File: src/rtl/enc_8b10b_multi.sv
// Multi-lane 8b/10b encoder (IEEE 802.3 clause 36 tables) with a two-stage pipeline,
// disparity chained across lanes, raw bypass, forced start disparity and an illegal-K counter.
module enc_8b10b_multi #(
  parameter int LANES = 2,
  parameter int CNT_W = 16
) (
  input  logic                  CLK,
  input  logic                  RST_N,
  input  logic [8*LANES-1:0]    D,
  input  logic [LANES-1:0]      K,
  input  logic                  VALID_IN,
  input  logic                  BYPASS,
  input  logic [10*LANES-1:0]   RAW,
  input  logic                  FORCE_DISP,
  input  logic                  DISP_SEL,
  output logic [10*LANES-1:0]   ENC,
  output logic                  VALID_OUT,
  output logic [LANES-1:0]      INVALID_K,
  output logic                  RD_OUT,
  output logic [CNT_W-1:0]      KERR_CNT
);

  localparam logic [9:0] K28_5_NEG = 10'b0011111010;

  // 5b/6b codes as seen from RD-, abcdei order.
  function automatic logic [5:0] sixb_neg(input logic [4:0] x);
    case (x)
      5'd0:  sixb_neg = 6'b100111;
      5'd1:  sixb_neg = 6'b011101;
      5'd2:  sixb_neg = 6'b101101;
      5'd3:  sixb_neg = 6'b110001;
      5'd4:  sixb_neg = 6'b110101;
      5'd5:  sixb_neg = 6'b101001;
      5'd6:  sixb_neg = 6'b011001;
      5'd7:  sixb_neg = 6'b111000;
      5'd8:  sixb_neg = 6'b111001;
      5'd9:  sixb_neg = 6'b100101;
      5'd10: sixb_neg = 6'b010101;
      5'd11: sixb_neg = 6'b110100;
      5'd12: sixb_neg = 6'b001101;
      5'd13: sixb_neg = 6'b101100;
      5'd14: sixb_neg = 6'b011100;
      5'd15: sixb_neg = 6'b010111;
      5'd16: sixb_neg = 6'b011011;
      5'd17: sixb_neg = 6'b100011;
      5'd18: sixb_neg = 6'b010011;
      5'd19: sixb_neg = 6'b110010;
      5'd20: sixb_neg = 6'b001011;
      5'd21: sixb_neg = 6'b101010;
      5'd22: sixb_neg = 6'b011010;
      5'd23: sixb_neg = 6'b111010;
      5'd24: sixb_neg = 6'b110011;
      5'd25: sixb_neg = 6'b100110;
      5'd26: sixb_neg = 6'b010110;
      5'd27: sixb_neg = 6'b110110;
      5'd28: sixb_neg = 6'b001110;
      5'd29: sixb_neg = 6'b101110;
      5'd30: sixb_neg = 6'b011110;
      5'd31: sixb_neg = 6'b101011;
    endcase
  endfunction

  function automatic logic [3:0] fourb_neg(input logic [2:0] y, input logic ctrl);
    case (y)
      3'd0: fourb_neg = 4'b1011;
      3'd1: fourb_neg = ctrl ? 4'b0110 : 4'b1001;
      3'd2: fourb_neg = ctrl ? 4'b1010 : 4'b0101;
      3'd3: fourb_neg = 4'b1100;
      3'd4: fourb_neg = 4'b1101;
      3'd5: fourb_neg = ctrl ? 4'b0101 : 4'b1010;
      3'd6: fourb_neg = ctrl ? 4'b1001 : 4'b0110;
      3'd7: fourb_neg = ctrl ? 4'b0111 : 4'b1110;
    endcase
  endfunction

  function automatic logic is_legal_k(input logic [7:0] b);
    is_legal_k = (b[4:0] == 5'd28) || (b == 8'hF7) || (b == 8'hFB) ||
                 (b == 8'hFD) || (b == 8'hFE);
  endfunction

  // Returns {ending RD, abcdeifghj}; ctrl must only be set for legal K codes.
  function automatic logic [10:0] encode_byte(input logic [7:0] b, input logic ctrl,
                                              input logic rd_in);
    logic [5:0] neg6;
    logic [5:0] six;
    logic [3:0] neg4;
    logic [3:0] four;
    logic       rd_mid;
    logic       alt;
    neg6 = (ctrl && b[4:0] == 5'd28) ? 6'b001111 : sixb_neg(b[4:0]);
    if (rd_in && b[4:0] == 5'd7)
      six = 6'b000111;
    else if (rd_in && ($countones(neg6) != 3))
      six = ~neg6;
    else
      six = neg6;
    rd_mid = rd_in ^ ($countones(six) != 3);
    // D.x.7 alternate avoids a run of five identical bits across the sub-block seam.
    alt = !ctrl && (b[7:5] == 3'd7) &&
          ((!rd_mid && six[1] && six[0]) || (rd_mid && !six[1] && !six[0]));
    neg4 = alt ? 4'b0111 : fourb_neg(b[7:5], ctrl);
    if (rd_mid && (ctrl || ($countones(neg4) != 2) || (b[7:5] == 3'd3)))
      four = ~neg4;
    else
      four = neg4;
    encode_byte = {rd_mid ^ ($countones(four) != 2), six, four};
  endfunction

  logic [8*LANES-1:0]  d_s1;
  logic [LANES-1:0]    k_s1;
  logic [10*LANES-1:0] raw_s1;
  logic                bypass_s1;
  logic                force_s1;
  logic                sel_s1;
  logic                valid_s1;

  logic [10*LANES-1:0] enc_q;
  logic [LANES-1:0]    invk_q;
  logic                valid_q;
  logic                rd_q;
  logic [CNT_W-1:0]    cnt_q;

  logic [10*LANES-1:0] enc_next;
  logic [LANES-1:0]    invk_next;
  logic                rd_next;
  logic                rd_chain;
  logic [10:0]         lane_res;

  always_ff @(posedge CLK or negedge RST_N) begin
    if (!RST_N) begin
      d_s1      <= '0;
      k_s1      <= '0;
      raw_s1    <= '0;
      bypass_s1 <= 1'b0;
      force_s1  <= 1'b0;
      sel_s1    <= 1'b0;
      valid_s1  <= 1'b0;
    end else begin
      valid_s1 <= VALID_IN;
      if (VALID_IN) begin
        d_s1      <= D;
        k_s1      <= K;
        raw_s1    <= RAW;
        bypass_s1 <= BYPASS;
        force_s1  <= FORCE_DISP;
        sel_s1    <= DISP_SEL;
      end
    end
  end

  always_comb begin
    rd_chain  = force_s1 ? sel_s1 : rd_q;
    enc_next  = '0;
    invk_next = '0;
    lane_res  = '0;
    for (int i = 0; i < LANES; i++) begin
      lane_res = encode_byte(d_s1[8*i +: 8], k_s1[i] && is_legal_k(d_s1[8*i +: 8]), rd_chain);
      invk_next[i] = k_s1[i] && !is_legal_k(d_s1[8*i +: 8]);
      enc_next[10*i +: 10] = lane_res[9:0];
      rd_chain = lane_res[10];
    end
    rd_next = rd_chain;
  end

  always_ff @(posedge CLK or negedge RST_N) begin
    if (!RST_N) begin
      enc_q   <= {LANES{K28_5_NEG}};
      invk_q  <= '0;
      valid_q <= 1'b0;
      rd_q    <= 1'b0;
      cnt_q   <= '0;
    end else begin
      valid_q <= valid_s1;
      if (valid_s1) begin
        if (bypass_s1) begin
          enc_q  <= raw_s1;
          invk_q <= '0;
        end else begin
          enc_q  <= enc_next;
          invk_q <= invk_next;
          rd_q   <= rd_next;
          if ((|invk_next) && (cnt_q != {CNT_W{1'b1}}))
            cnt_q <= cnt_q + 1'b1;
        end
      end
    end
  end

  assign ENC       = enc_q;
  assign INVALID_K = invk_q;
  assign VALID_OUT = valid_q;
  assign RD_OUT    = rd_q;
  assign KERR_CNT  = cnt_q;

endmodule

File: config.mk
export PLATFORM = sky130hd
export DESIGN_NAME = enc_8b10b_multi
export DESIGN_NICKNAME = d
export VERILOG_FILES = /design/src/rtl/enc_8b10b_multi.sv
export SDC_FILE = /design/constraint.sdc
export NUM_CORES = 1
export LEC_CHECK = 0
export BUFFER_PORTS_ARGS = -buffer_cell sky130_fd_sc_hd__buf_2
export CORE_MARGIN = 2
export CORE_UTILIZATION = 52
export DETAILED_ROUTE_END_ITERATION = 10
export PLACE_DENSITY = 0.81
export SYNTH_ARGS = -nofsm -noshare
export SYNTH_HDL_FRONTEND = slang
export SYNTH_SLANG_ARGS = --single-unit
File: constraint.sdc
create_clock -name CLK -period 16.3 [get_ports CLK]
set_input_delay 3.26 -clock CLK [delete_from_list [all_inputs] [get_ports CLK]]
set_output_delay 3.26 -clock CLK [all_outputs]
set_load 0.05 [all_outputs]
==> results of run 1 <==
-- timing repair --
item / 4_1_cts / 5_1_grt
hold buffers: 0 / 0
pin swaps: 1 / 45
setup endpoints to repair: 1 / 5
gates resized for setup: 7 / 60
endpoints found under the hold margin: 0 / 0
setup buffers: 5 / 22
-- layer usage --
layer	vias up	global-route usage [%]	wire, µm
met5	-	0	0
met4	0	7.88	337
met3	29	5.30	726
met2	160	41.9	7340
met1	2339	28.1	5440
li1	2261	-	-
-- per-stage QoR --
| stage | instance area [µm²] | hold slack [ps] | TNS (ps) |
|---|---|---|---|
| 6_report | 6870 | 483 | 0 |
| 5_1_grt | 6870 | 496 | -407 |
| 4_1_cts | 6460 | 485 | 0 |
| 3_5_place_dp | 6160 | 462 | -433 |
| 3_3_place_gp | 6160 | 468 | 0 |
| 2_1_floorplan | 5630 | 352 | 0 |
-- cell type report --
cell class                      count  area (µm²)  area share [%]
Multi-Input combinational cell    431        3550            51.7
Sequential cell                    82        2070            30.1
Timing Repair Buffer              119         692            10.1
Tap cell                          136         170            2.48
Inverter                           41         159            2.31
Clock buffer                        9         124            1.80
Clock inverter                      7         106            1.55
-- final timing paths --
| check | endpoint | slack [ps] | cells past startpoint |
|---|---|---|---|
| max in group asynchronous | d_s1[0]$_DFFE_PN0P_ | 12530 | 1 |
| hold / removal | ENC[11]$_DFFE_PN1P_ | 480 | 1 |
| setup reg to reg | RD_OUT$_DFFE_PN0P_ | 190 | 71 |
| hold reg to reg | ENC[11]$_DFFE_PN1P_ | 480 | 1 |
| min in group asynchronous | KERR_CNT[3]$_DFFE_PN0P_ | 3040 | 1 |
| setup / recovery | RD_OUT$_DFFE_PN0P_ | 190 | 71 |
-- critical path: cells and delay by family (launching register included) --
family / cells / cell delay, ps
mux: 4 / 950
xor+xnor: 6 / 1300
fa+ha+maj: 24 / 8050
buf+inv: 12 / 780
compound gates: 11 / 1960
simple gates: 14 / 2460
flops: 1 / 480
-- flip-flops by register name, summed over array words and instances (netlist names) --
name,count
VALID_OUT,1
force_s1,1
d_s1,16
raw_s1,20
sel_s1,1
k_s1,2
INVALID_K,2
bypass_s1,1
valid_s1,1
RD_OUT,1
KERR_CNT,16
ENC,20
-- cells by family (layout without fill, tap and decap cells) --
| family | Yosys count | count (layout) | synth area share [%] |
|---|---|---|---|
| AND/OR/NAND/NOR | 166 | 166 | 14.8 |
| AO/OA/AOI/OAI | 130 | 130 | 14.7 |
| flip-flops | 82 | 82 | 36.7 |
| buffers and inverters | 72 | 176 | 5.02 |
| multiplexers | 50 | 50 | 10.3 |
| adder cells (fa/ha/maj) | 46 | 46 | 12.0 |
| XOR/XNOR | 39 | 39 | 6.33 |
-- synthesized netlist by cell type, types with 3 or more instances --
cell type / n
o211ai_1: 6
nand3b_1: 3
and3_1: 12
nor2_1: 31
buf_1: 3
nor3b_1: 4
nand4_1: 8
xnor2_1: 26
dfstp_2: 12
nor4_1: 4
nor3_1: 4
o22ai_1: 4
mux2i_1: 12
xor2_1: 12
clkbuf_1: 25
o21ai_1: 3
nor2b_1: 7
a211oi_1: 5
nand2_1: 51
inv_1: 38
mux2_2: 35
fa_1: 14
o21ai_0: 34
ha_1: 31
and2_1: 5
o22a_1: 3
o2bb2ai_1: 3
a31oi_1: 10
dfrtp_1: 70
a221o_1: 3
nand2b_1: 8
a21oi_1: 38
o21a_1: 3
nand3_1: 19
==> out/qor.csv, run 1 <==
metric,value,unit
status,finished clean,
grt_usage,23.5,%
synth_area_leader_cell,dfrtp_1,
clk_pin_slew,90,ps
place_ws,-433,ps
syn_area,5630,µm²
cts_tree,done,
io_buffers,83,
grt_pass1_wl,21.8,mm
setup_violations,0,
io_pins,84,
synthDistinctLibCells,64,
first_pass_iters,5,
ys_async_sr_fraction,100,%
synth-main-ff-cell,dfrtp_1,
htreeDepth,3,
placedCellCount,782,
min_period_over_period,98.8,%
ys_ff_latch,82,
drt-vias-per-instance,5.80,
syn_inst,585,
antenna_found_initial,0,
slew-limit-headroom,28.7,%
grt_overflow,0,
dieArea,11700,µm²
die_x,108,µm
grt_max_degree,83,
fp.coreArea,10400,µm²
clockRootBuffer,clkbuf_8,
post_drt_wl_per_cell,16.8,µm
wl,13.8,mm
rr_startpoint,d_s1[0]$_DFFE_PN0P_,
antennaDiodeCount,0,
hold_viol,0,
finalNonFillerCells,825,
clk_latency,370,ps
start_util,54.1,%
endpoint_kind,register,
nNetsFinal,773,
cts_buffers,9,
hold_path_class,reg -> reg,
crit_fanout,7,
cts.sinks,82,
core.rowCount,37,
finClkSkew,8.21,ps
path_common_cell,fa_1,
syn_area_per_cell,9.63,µm²
setup_slack,193,ps
fmax,62.1,MHz
synth_nets,674,
drive_gt1_share,35.0,%
place_congestion,0.933,
die_y,108,µm
slew_viol_final,0,
min_period,16110,ps
required,16560,ps
fillerInstances,787,
drv_cap,0,
fin_util,65.9,%
worstHoldStart,ENC[11]$_DFFE_PN1P_,
synth_edf_count,0,
rsz0062_at_grt,true,
dpl.hpwl,9.28,mm
detail-route-antenna-nets,0,
dr_total_vias,4789,
tightest_slew,1070,ps
critical_path_class,reg -> reg,
yosysSeqAreaShare,36.7,%
drtIter0Drc,270,
synth_area_leaders,"dfrtp_1, mux2_2, ha_1, dfstp_2, fa_1",
drc_errors,0,
cp-startpoint,d_s1[0]$_DFFE_PN0P_,
startpoint_type,register,
grt_pass1_vias,4612,
crit_path_top_delay_cell,fa_1,
critPathArrivalTime,16370,ps
layout_common_cells,"buf_2, dfrtp_1, nand2_1, a21oi_1, buf_4",
ys_warn_count,0,
syn_to_final_growth,22.0,%
final_common_cell,buf_2,
synth_top_area_share,31.1,%
clockBufferDepth,2,
slowest_delay,580,ps
Power of run 1 is left out: the tool's default activity adds up to more than one toggle a clock period on the data nets, which glitch-free logic cannot reach.
==> run 2: changes to the inputs <==
--- a/config.mk
+++ b/config.mk
@@ -10,6 +10,7 @@
 export CORE_UTILIZATION = 52
 export DETAILED_ROUTE_END_ITERATION = 10
 export PLACE_DENSITY = 0.81
+export REMOVE_ABC_BUFFERS = 1
 export SYNTH_ARGS = -nofsm -noshare
 export SYNTH_HDL_FRONTEND = slang
 export SYNTH_SLANG_ARGS = --single-unit
==> out/qor.csv, run 2 (synthesis gave the netlist of run 1 again) <==
metric,value,unit
status,finished clean,
fp.coreArea,10400,µm²
io_pins,84,
first_pass_iters,5,
cp_num_buf_inv,14,
startpoint_type,register,
slew_viol_final,0,
io_buffers,83,
cts_tree,done,
clockRootBuffer,clkbuf_8,
grt_use_met2,41.2,%
antennaDiodeCount,0,
critPathArrivalTime,16520,ps
cts.sinks,82,
critical_path_class,reg -> reg,
detail-route-antenna-nets,0,
nNetsFinal,768,
die_x,108,µm
hold_viol,0,
tightest_slew,1060,ps
use_met1,29.2,%
cts_buffers,9,
min_period,16270,ps
grt_overflow,0,
finalNonFillerCells,820,
grt_usage,23.3,%
drv_cap,0,
min_period_over_period,99.8,%
drtIter0Drc,344,
die_y,108,µm
setup_violations,0,
drt-vias-per-instance,5.78,
endpoint_kind,register,
crit_path_top_delay_cell,fa_1,
core.rowCount,37,
grt_pass1_wl,21.5,mm
drc_errors,0,
cp_top_family,adder cells,
slew-limit-headroom,29.6,%
htreeDepth,3,
placedCellCount,790,
post_drt_wl_per_cell,16.9,µm
crit_fanout,6,
busiest_layer,met2,
antenna_found_initial,0,
use_met3,4.10,%
slowest_delay,570,ps
syn_to_final_growth,21.3,%
required,16550,ps
path_common_cell,fa_1,
rsz0062_at_grt,true,
cts_hold_buf,0,
layout_common_cells,"buf_2, dfrtp_1, nand2_1, a21oi_1, mux2_2",
grt_pass1_vias,4571,
start_util,54.1,%
dpl.hpwl,9.44,mm
wl,13.8,mm
dr_total_vias,4743,
clockBufferDepth,2,
grt_max_degree,83,
hold_path_class,reg -> reg,
final_common_cell,buf_2,
clk_latency,370,ps
place_congestion,0.872,
clk_pin_slew,90,ps
finClkSkew,14.4,ps
drive_gt1_share,34.5,%
dieArea,11700,µm²
fmax,61.5,MHz
-- run 2: cell count changes in the layout (fill, tap and decap cells not counted), sizes merged --
cell    previous run  this run
bufinv             2         3
clkbuf             9        10
clkinv             2         3
inv               44        41
buf              119       114
-- run 2: cell type report --
class                   instances  area [µm²]
fillers                       841        3580
multi-input cells             431        3530
flip-flops and latches         82        2070
repair buffers                114         658
well taps                     136         170
inverters                      41         161
clock buffers                  10         128
clock inverters                 6         113
-- run 2: path summary, 6_finish.rpt --
check | from | to | slack [ps] | cells after the start
hold reg to reg | ENC[11]$_DFFE_PN1P_ | ENC[11]$_DFFE_PN1P_ | 480 | 1
setup / recovery | d_s1[1]$_DFFE_PN0P_ | RD_OUT$_DFFE_PN0P_ | 30 | 72
hold / removal | ENC[11]$_DFFE_PN1P_ | ENC[11]$_DFFE_PN1P_ | 480 | 1
setup reg to reg | d_s1[1]$_DFFE_PN0P_ | RD_OUT$_DFFE_PN0P_ | 30 | 72
max in group asynchronous | RST_N | d_s1[1]$_DFFE_PN0P_ | 12540 | 1
min in group asynchronous | RST_N | d_s1[11]$_DFFE_PN0P_ | 3070 | 1
-- run 2: stage by stage --
step,util (%),setup WS [ps],hold slack (ps),TNS [ps],instance area (µm²)
finish,65.6,30.1,480,0,6830
global route,65.6,-529,487,-529,6830
CTS,62.7,47.5,483,0,6530
detailed placement,59.7,-465,471,-465,6220
global placement,59.7,242,462,0,6220
floorplan,-,164,473,0,5500
-- run 2: what timing repair did --
item,CTS,global route
buffers inserted,4,10
pin swaps,2,39
endpoints found under the setup margin,1,4
resized for setup,8,57
-- run 2: layer usage --
layer	wire length, µm	share of wire (%)	vias up
li1	-	-	2238
met1	5600	40	2335
met2	7270	53	142
met3	676	4.9	28
met4	299	2.2	0
met5	0	0	-
Power of run 2 is left out for the same reason.
==> run 3: changes to the inputs <==
--- a/config.mk
+++ b/config.mk
@@ -6,8 +6,10 @@
 export NUM_CORES = 1
 export LEC_CHECK = 0
 export BUFFER_PORTS_ARGS = -buffer_cell sky130_fd_sc_hd__buf_2
+export CELL_PAD_IN_SITES_DETAIL_PLACEMENT = 0
+export CELL_PAD_IN_SITES_GLOBAL_PLACEMENT = 1
 export CORE_MARGIN = 2
-export CORE_UTILIZATION = 52
+export CORE_UTILIZATION = 40
 export DETAILED_ROUTE_END_ITERATION = 10
 export PLACE_DENSITY = 0.81
 export REMOVE_ABC_BUFFERS = 1
==> out/qor.csv, run 3 (synthesis gave the netlist of run 1 again) <==
metric,value,unit
setup_violations,0,
crit_path_top_delay_cell,fa_1,
drt-vias-per-instance,5.35,
clockBufferDepth,2,
reg2reg_slack,330,ps
slowest_delay,590,ps
clk_latency,360,ps
cp-startpoint,d_s1[0]$_DFFE_PN0P_,
reg2reg_depth,70,
rr_startpoint,d_s1[0]$_DFFE_PN0P_,
fmax,62.6,MHz
first_pass_iters,5,
antenna_found_initial,0,
antennaDiodeCount,0,
r2r-end,RD_OUT$_DFFE_PN0P_,
post_drt_wl_per_cell,16.0,µm
detail-route-antenna-nets,0,
setup_slack,330,ps
layout_common_cells,"buf_2, dfrtp_1, nand2_1, a21oi_1, buf_4",
worstHoldStart,ENC[11]$_DFFE_PN1P_,
tightest_slew,1050,ps
place_ws,-141,ps
dpl.hpwl,9.57,mm
drc_errors,0,
dieArea,15000,µm²
core.rowCount,43,
cts_buffers,9,
hold_depth,1,
rsz0062_at_grt,true,
fp.coreArea,13800,µm²
path_common_cell,fa_1,
die_x,123,µm
critPathArrivalTime,16210,ps
start_util,40.7,%
placedCellCount,830,
finalSetupTns,0,ps
grt_max_degree,83,
cts_tree,done,
io_pins,84,
clk_pin_slew,70,ps
place_congestion,0.913,
finalNonFillerCells,871,
grt_pass1_vias,4523,
grt_pass1_wl,22.0,mm
min_to,ENC[11]$_DFFE_PN1P_,
syn_to_final_growth,24.9,%
status,finished clean,
cts_hold_buf,0,
io_buffers,83,
clockRootBuffer,clkbuf_16,
slew_viol_final,0,
nNetsFinal,775,
critical_path_class,reg -> reg,
grt_usage,18.6,%
slew-limit-headroom,30.3,%
min_period,15970,ps
drv_cap,0,
finClkSkew,9.37,ps
endpoint_kind,register,
crit_fanout,7,
required,16540,ps
hold_viol,0,
final_common_cell,buf_2,
drive_gt1_share,36.0,%
min_period_over_period,98.0,%
dr_total_vias,4659,
drtIter0Drc,185,
wl,13.9,mm
cts.sinks,82,
htreeDepth,3,
startpoint_type,register,
hold_path_class,reg -> reg,
die_y,123,µm
grt_overflow,0,
run 3: per-stage QoR:
stage          area, µm²  utilization, %  hold WS (ps)
3_5_place_dp        6240            45.2           471
4_1_cts             6540            47.3           483
3_3_place_gp        6240            45.2           463
6_report            7030            50.9           483
5_1_grt             7030            50.9           505
2_1_floorplan       5500               -           473
run 3: worst max-delay path, delay by kind of cell, from the launching register on:
kind | cells | cell delay [ps]
AND/OR/NAND/NOR | 15 | 2440
AO/OA/AOI/OAI | 10 | 2170
buffers and inverters | 12 | 810
multiplexers | 4 | 1010
flip-flops | 1 | 470
XOR/XNOR | 6 | 1150
adder cells (fa/ha/maj) | 23 | 7770
run 3: how the worst max path moves through the flow:
stage	endpoint	slack, ps	cells past startpoint
6_report	RD_OUT$_DFFE_PN0P_	330	70
2_1_floorplan	RD_OUT$_DFFE_PN0P_	160	67
3_3_place_gp	RD_OUT$_DFFE_PN0P_	320	69
5_1_grt	RD_OUT$_DFFE_PN0P_	-340	71
4_1_cts	RD_OUT$_DFFE_PN0P_	30	72
3_5_place_dp	RD_OUT$_DFFE_PN0P_	-140	72
run 3: area by class of cell:
| type | instances | area [µm²] |
|---|---|---|
| Fill cell | 1251 | 6800 |
| Multi-Input combinational cell | 431 | 3570 |
| Sequential cell | 82 | 2070 |
| Timing Repair Buffer | 121 | 707 |
| Clock buffer | 9 | 225 |
| Tap cell | 180 | 225 |
| Inverter | 41 | 163 |
| Clock inverter | 7 | 65.1 |
run 3: what timing repair did:
item	4_1_cts	5_1_grt
buffers inserted	0	25
endpoints found under the setup margin	1	5
gates resized for setup	3	71
pin swaps	0	43
gates cloned	0	0
run 3: metal layers:
layer  global-route usage [%]  share of wire, %
met1                     23.5                44
met2                     31.5                51
met3                     4.65               3.9
met4                     5.46               1.0
met5                        0                 0
Power of run 3 is left out for the same reason.
